`src/rtl/lfsr_mem_tester_if.sv`:
```
// Request/response bus between the memory traffic checker (master) and the
// memory controller request port (slave).
interface lfsr_mem_tester_if #(
  parameter int ADDR_W = 8,
  parameter int DATA_W = 16
);
  logic              req_valid;
  logic              req_ready;
  logic              req_we;
  logic [ADDR_W-1:0] req_addr;
  logic [DATA_W-1:0] req_wdata;
  logic              rd_valid;
  logic [DATA_W-1:0] rd_data;

  modport master (
    output req_valid, req_we, req_addr, req_wdata,
    input  req_ready, rd_valid, rd_data
  );

  modport slave (
    input  req_valid, req_we, req_addr, req_wdata,
    output req_ready, rd_valid, rd_data
  );
endinterface

```
`src/rtl/lfsr_mem_tester.sv`:
```
// Built-in memory checker: writes DEPTH LFSR words to consecutive addresses,
// reads them back in order and scores the responses against a local copy.
module lfsr_mem_tester #(
  parameter int DEPTH  = 16,
  parameter int ADDR_W = 8,
  parameter int DATA_W = 16
) (
  input  logic                clk,
  input  logic                rst_n,
  input  logic                start_i,
  input  logic [ADDR_W-1:0]   base_addr_i,
  input  logic [DATA_W-1:0]   lfsr_i,
  lfsr_mem_tester_if.master   mem,
  output logic                busy_o,
  output logic                done_o,
  output logic                pass_o,
  output logic [7:0]          err_cnt_o,
  output logic [ADDR_W-1:0]   first_err_addr_o
);

  localparam int              IDX_W    = (DEPTH > 1) ? $clog2(DEPTH) : 1;
  localparam logic [IDX_W-1:0] LAST_IDX = IDX_W'(DEPTH - 1);

  typedef enum logic [2:0] {
    S_IDLE,
    S_WRITE,
    S_READ,
    S_DRAIN,
    S_DONE
  } state_e;

  state_e              state_q, state_d;
  logic [ADDR_W-1:0]   base_q, base_d;
  logic [IDX_W-1:0]    w_idx_q, w_idx_d;
  logic [IDX_W-1:0]    r_idx_q, r_idx_d;
  logic [IDX_W-1:0]    c_idx_q, c_idx_d;
  logic                req_valid_q, req_valid_d;
  logic                req_we_q, req_we_d;
  logic [ADDR_W-1:0]   req_addr_q, req_addr_d;
  logic [DATA_W-1:0]   req_wdata_q, req_wdata_d;
  logic [7:0]          err_cnt_q, err_cnt_d;
  logic [ADDR_W-1:0]   first_err_q, first_err_d;
  logic                pass_q, pass_d;
  logic                sb_we;
  logic [DATA_W-1:0]   sb_q [DEPTH];

  logic handshake;
  assign handshake = req_valid_q & mem.req_ready;

  always_comb begin
    // NOTE: every combinational output gets a default first so no path can infer a latch.
    state_d     = state_q;
    base_d      = base_q;
    w_idx_d     = w_idx_q;
    r_idx_d     = r_idx_q;
    c_idx_d     = c_idx_q;
    req_valid_d = req_valid_q;
    req_we_d    = req_we_q;
    req_addr_d  = req_addr_q;
    req_wdata_d = req_wdata_q;
    err_cnt_d   = err_cnt_q;
    first_err_d = first_err_q;
    pass_d      = pass_q;
    sb_we       = 1'b0;

    unique case (state_q)
      S_IDLE, S_DONE: begin
        if (start_i) begin
          w_idx_d     = '0;
          r_idx_d     = '0;
          c_idx_d     = '0;
          err_cnt_d   = '0;
          first_err_d = '0;
          pass_d      = 1'b0;
          base_d      = base_addr_i;
          req_valid_d = 1'b1;
          req_we_d    = 1'b1;
          req_addr_d  = base_addr_i;
          req_wdata_d = lfsr_i;
          state_d     = S_WRITE;
        end
      end
      S_WRITE: begin
        if (handshake) begin
          sb_we = 1'b1;
          if (w_idx_q == LAST_IDX) begin
            // First read is presented on the very next cycle.
            req_we_d   = 1'b0;
            req_addr_d = base_q;
            state_d    = S_READ;
          end else begin
            w_idx_d     = w_idx_q + IDX_W'(1);
            req_addr_d  = base_q + ADDR_W'(w_idx_q) + ADDR_W'(1);
            req_wdata_d = lfsr_i;
          end
        end
      end
      S_READ: begin
        if (handshake) begin
          if (r_idx_q == LAST_IDX) begin
            req_valid_d = 1'b0;
            state_d     = S_DRAIN;
          end else begin
            r_idx_d    = r_idx_q + IDX_W'(1);
            req_addr_d = base_q + ADDR_W'(r_idx_q) + ADDR_W'(1);
          end
        end
      end
      default: ;
    endcase

    // Response scoring runs alongside read issue; the two indices are independent.
    if ((state_q == S_READ || state_q == S_DRAIN) && mem.rd_valid) begin
      if (mem.rd_data != sb_q[c_idx_q]) begin
        if (err_cnt_q == 8'd0) first_err_d = base_q + ADDR_W'(c_idx_q);
        if (err_cnt_q != 8'hFF) err_cnt_d = err_cnt_q + 8'd1;
      end
      if (c_idx_q == LAST_IDX) begin
        req_valid_d = 1'b0;
        pass_d      = (err_cnt_d == 8'd0);
        state_d     = S_DONE;
      end else begin
        c_idx_d = c_idx_q + IDX_W'(1);
      end
    end
  end

  always_ff @(posedge clk or negedge rst_n) begin
    // NOTE: sequential state uses non-blocking assignments so every flop samples pre-edge values.
    if (!rst_n) begin
      state_q     <= S_IDLE;
      base_q      <= '0;
      w_idx_q     <= '0;
      r_idx_q     <= '0;
      c_idx_q     <= '0;
      req_valid_q <= 1'b0;
      req_we_q    <= 1'b0;
      req_addr_q  <= '0;
      req_wdata_q <= '0;
      err_cnt_q   <= '0;
      first_err_q <= '0;
      pass_q      <= 1'b0;
    end else begin
      state_q     <= state_d;
      base_q      <= base_d;
      w_idx_q     <= w_idx_d;
      r_idx_q     <= r_idx_d;
      c_idx_q     <= c_idx_d;
      req_valid_q <= req_valid_d;
      req_we_q    <= req_we_d;
      req_addr_q  <= req_addr_d;
      req_wdata_q <= req_wdata_d;
      err_cnt_q   <= err_cnt_d;
      first_err_q <= first_err_d;
      pass_q      <= pass_d;
    end
  end

  // NOTE: the scoreboard has no reset; each entry is written before it is read in every pass.
  always_ff @(posedge clk) begin
    if (sb_we) sb_q[w_idx_q] <= req_wdata_q;
  end

  assign mem.req_valid    = req_valid_q;
  assign mem.req_we       = req_we_q;
  assign mem.req_addr     = req_addr_q;
  assign mem.req_wdata    = req_wdata_q;
  assign busy_o           = (state_q == S_WRITE) || (state_q == S_READ) || (state_q == S_DRAIN);
  assign done_o           = (state_q == S_DONE);
  assign pass_o           = pass_q;
  assign err_cnt_o        = err_cnt_q;
  assign first_err_addr_o = first_err_q;

endmodule

```
`src/flat_wrapper.sv`:
```
// flat-port wrapper written by rule: the top's interface ports become plain ports
module lfsr_mem_tester_flat 
#(
  parameter int DEPTH  = 16,
  parameter int ADDR_W = 8,
  parameter int DATA_W = 16
)
  (clk, rst_n, start_i, base_addr_i, lfsr_i, busy_o, done_o, pass_o, err_cnt_o, first_err_addr_o, mem_req_valid, mem_req_we, mem_req_addr, mem_req_wdata, mem_req_ready, mem_rd_valid, mem_rd_data);
  lfsr_mem_tester_if #(.ADDR_W(ADDR_W), .DATA_W(DATA_W)) mem_i ();
  input  logic clk;
  input  logic rst_n;
  input  logic start_i;
  input  logic [ADDR_W-1:0] base_addr_i;
  input  logic [DATA_W-1:0] lfsr_i;
  output logic busy_o;
  output logic done_o;
  output logic pass_o;
  output logic [7:0] err_cnt_o;
  output logic [ADDR_W-1:0] first_err_addr_o;
  output wire logic [$bits(mem_i.req_valid)-1:0] mem_req_valid;
  output wire logic [$bits(mem_i.req_we)-1:0] mem_req_we;
  output wire logic [$bits(mem_i.req_addr)-1:0] mem_req_addr;
  output wire logic [$bits(mem_i.req_wdata)-1:0] mem_req_wdata;
  input wire logic [$bits(mem_i.req_ready)-1:0] mem_req_ready;
  input wire logic [$bits(mem_i.rd_valid)-1:0] mem_rd_valid;
  input wire logic [$bits(mem_i.rd_data)-1:0] mem_rd_data;
  assign mem_req_valid = mem_i.req_valid;
  assign mem_req_we = mem_i.req_we;
  assign mem_req_addr = mem_i.req_addr;
  assign mem_req_wdata = mem_i.req_wdata;
  assign mem_i.req_ready = mem_req_ready;
  assign mem_i.rd_valid = mem_rd_valid;
  assign mem_i.rd_data = mem_rd_data;
  lfsr_mem_tester #(.DEPTH(DEPTH), .ADDR_W(ADDR_W), .DATA_W(DATA_W)) u_core (.clk(clk), .rst_n(rst_n), .start_i(start_i), .base_addr_i(base_addr_i), .lfsr_i(lfsr_i), .mem(mem_i), .busy_o(busy_o), .done_o(done_o), .pass_o(pass_o), .err_cnt_o(err_cnt_o), .first_err_addr_o(first_err_addr_o));
endmodule
```
`config.mk`:
```
export PLATFORM = sky130hd
export DESIGN_NAME = lfsr_mem_tester_flat
export DESIGN_NICKNAME = d
export VERILOG_FILES = /design/src/rtl/lfsr_mem_tester_if.sv /design/src/rtl/lfsr_mem_tester.sv /design/src/flat_wrapper.sv
export SDC_FILE = /design/constraint.sdc
export NUM_CORES = 1
export LEC_CHECK = 0
export BUFFER_PORTS_ARGS = -buffer_cell sky130_fd_sc_hd__clkbuf_2
export CORE_ASPECT_RATIO = 0.9
export CORE_MARGIN = 1.5
export CORE_UTILIZATION = 60
export DETAILED_ROUTE_END_ITERATION = 8
export GPL_ROUTABILITY_DRIVEN = 0
export PLACE_DENSITY_LB_ADDON = 0.1
export SYNTH_ARGS = -nofsm -noshare
export SYNTH_HDL_FRONTEND = slang
export SYNTH_SLANG_ARGS = --single-unit
```
`constraint.sdc`:
```
create_clock -name clk -period 5 [get_ports clk]
set_input_delay 0 -clock clk [delete_from_list [all_inputs] [get_ports clk]]
set_output_delay 0 -clock clk [all_outputs]
set_load 0.005 [all_outputs]
```
==> reports/qor.txt <==
Final setup fails = 0
Worst-Margin Slew = 1.31 ns
Clock buffer count from CTS = 31
Crit. End Element = flip-flop
Final setup skew = 0.0146 ns
Core Footprint = 22700 um2
Synth area leaders = edfxtp_1 55%, dfrtp_1 12%, mux4_2 7.4%, mux2i_1 3.9%, nand2_1 2.0%
Hold Path Class = in -> reg
Seq/Total Area, Yosys = 0.668
Async SR Flop Fraction = 0.205
Iteration-0 DRC Markers = 954
Max Cap Violations = 0
Grt total ovfl = 0
Post-DP HPWL = 19600 um
Worst IR Drop VDD = 447 uV
Final Hold Fails = 0
Relative slew slack = 0.125
P&R area growth vs syn = 15.4%
Antenna Nets Post-Route = 0
Final net count = 1078
Status = completed
P per Cell Area = 556 nW/um2
Syn Std Cell Area = 14000 um2
CTS tree = built
Fin area = 16100 um2
Vias = 8214
Post-Route WL = 32200 um
Crit-path cells = nor2b_1, a221oi_1, xor2_1, or4_1, a2111oi_2, and3_1, nor2_1, mux2_1
Chip Width = 164 um
Commonest non-fill, non-tap cell in the layout = edfxtp_1
H-tree levels = 1
Synth top area share = 0.550
Top FF cell, synth = edfxtp_1
CP peak stage delay = 0.74 ns
Post-DP Area = 14700 um2
Most frequent cells in the layout = 256 x edfxtp_1, 88 x clkbuf_2, 74 x nand2_1, 62 x dfrtp_1, 55 x mux2i_1
WL/cell = 24.2 um
Synth Warn # = 0
Die height = 148 um
Clk slew on worst S/H paths = 0.07 ns
CP Buf/Inv Count = 0
Antenna violations before repair = 0
Clock Path Buffers = 3
Final setup TNS = 0 ns
Layout cells sized above 1 = 0.238
Flop2flop setup slack = 0.92 ns
Vias per inst = 6.17
Final WS setup = 0.916 ns
First-pass GRT wire length = 49100 um
Syn nets = 947
Crit path required time = 5.43 ns
Family with the most delay on the worst path = simple AND/OR/NAND/NOR gates
Max FO, Critical Path = 22
Placed cells = 1246
Rows = 52
Post-cts resize count = 0
Cell taking the most area after synthesis = edfxtp_1
DRC viols = 0
Arr. time, crit path = 4.51 ns
Clk root buf = clkbuf_16
IO Pins = 90
Critical path's slowest cell = nor2b_1
Total Routing Usage GR = 0.276
Post-route insts no fill = 1331
Leak = 0.00579 uW
Post-Synthesis Cells = 879
ANT cells = 0
Slew Viols, Final = 0
RSZ-0062 raised after global routing = false
Achievable Freq = 245 MHz
Die footprint = 24200 um2
Fin crit share = 0.817
Clock Latency Late Sink = 0.55 ns
TritonCTS Sinks = 322
Critical path startpoint category = flip-flop
Starting Density = 0.616
Shortest period the worst path allows = 4.08 ns
Post-synth EDFFs = 256
Setup WS pre-CTS = 1.03 ns
Drt pass-1 iters = 5
CP Class = reg -> reg
Vias in the first global route = 8152
Synthesized area per cell = 15.9 um2
IO buf count = 89
Largest net degree at the start of global routing = 56
Register bit count reported by yosys = 322
Netlist cell types = 59
==> through the flow <==
step / hold WS, ns / total power, uW / utilization
CTS: 0.00689 / 9010 / 0.711
finish: 0.0442 / 8970 / 0.711
global placement: -0.125 / 6330 / 0.648
floorplan: -0.296 / 5700 / -
global route: 0.113 / 9390 / 0.711
detailed placement: -0.121 / 6440 / 0.648
==> synthesized netlist by cell type (all sizes together) (3+ instances only) <==
| master | count |
|---|---|
| a211oi | 3 |
| a21o | 6 |
| a21oi | 17 |
| a221oi | 13 |
| a22oi | 4 |
| a311oi | 3 |
| a31oi | 9 |
| and2 | 21 |
| and3 | 6 |
| and4 | 4 |
| buf | 24 |
| clkbuf | 17 |
| dfrtp | 66 |
| edfxtp | 256 |
| fa | 3 |
| ha | 20 |
| inv | 13 |
| mux2 | 32 |
| mux2i | 55 |
| mux4 | 46 |
| nand2 | 74 |
| nand2b | 6 |
| nand3 | 14 |
| nand4 | 4 |
| nor2 | 45 |
| nor2b | 11 |
| nor3 | 7 |
| o211ai | 7 |
| o21ai | 24 |
| o22ai | 7 |
| o2bb2ai | 4 |
| o31ai | 3 |
| xnor2 | 22 |
| xor2 | 16 |
==> state kept, by name, indices dropped and copies added, names as in the netlist <==
register / count
u_core.base_q: 8
u_core.c_idx_q: 4
u_core.err_cnt_o: 8
u_core.first_err_addr_o: 8
u_core.mem.req_addr: 8
u_core.mem.req_valid: 1
u_core.mem.req_wdata: 16
u_core.mem.req_we: 1
u_core.pass_o: 1
u_core.r_idx_q: 4
u_core.sb_q: 256
u_core.state_q: 3
u_core.w_idx_q: 4
==> tightest hold or removal path, delay by kind of cell <==
family / cells / cell delay, ns
simple gates: 1 / 0.14
buf+inv: 1 / 0.09
compound gates: 2 / 0.31
==> logic make-up after synthesis <==
| kind of cell | Yosys count | share of synthesized area |
|---|---|---|
| AOI/OAI and AO/OA | 110 | 0.0544 |
| and+or+nand+nor | 199 | 0.0680 |
| adders and majority gates | 23 | 0.0222 |
| buffers and inverters | 54 | 0.0246 |
| DFF | 322 | 0.668 |
| xor gates and xnor gates | 38 | 0.0238 |
| muxes | 133 | 0.139 |
==> final timing paths <==
kind / endpoint / startpoint / cells after the start
setup / recovery: u_core.err_cnt_o[1]$_DFF_PN0_ / u_core.c_idx_q[1]$_DFF_PN0_ / 8
hold / removal: u_core.state_q[0]$_DFF_PN0_ / mem_req_ready / 4
setup reg to reg: u_core.err_cnt_o[1]$_DFF_PN0_ / u_core.c_idx_q[1]$_DFF_PN0_ / 8
hold reg to reg: u_core.mem.req_we$_DFFE_PN0P_ / u_core.mem.req_we$_DFFE_PN0P_ / 2
max in group asynchronous: u_core.mem.req_wdata[10]$_DFFE_PN0P_ / rst_n / 3
min in group asynchronous: u_core.mem.req_wdata[5]$_DFFE_PN0P_ / rst_n / 3
==> layout make-up <==
type,count,area (um2)
clock inverter,22,307
tap,297,372
fill,1456,6570
multi-input combinational,503,4310
clock buffer,35,831
timing repair buffer,139,918
sequential,322,9350
inverter,13,48.8
==> what timing repair did <==
item | in CTS | in global routing
hold buffers | 28 | 0
hold endpoints to repair | 101 | 0
setup buffers | 0 | 0
==> report_power, final <==
| group | total, uW | internal, uW | switching [uW] |
|---|---|---|---|
| combinational | 2280 | 1080 | 1200 |
| sequential | 4140 | 3580 | 556 |
| clock | 2550 | 1560 | 990 |
| total | 8970 | 6220 | 2750 |
==> per-layer routing <==
metal	GRT usage	up-vias	part of all wire
met5	0	-	0
met4	0.0564	0	0.015
met3	0.0438	39	0.078
met2	0.435	375	0.48
met1	0.414	4141	0.43
li1	-	3659	-
(Power assumes the default switching activity.)
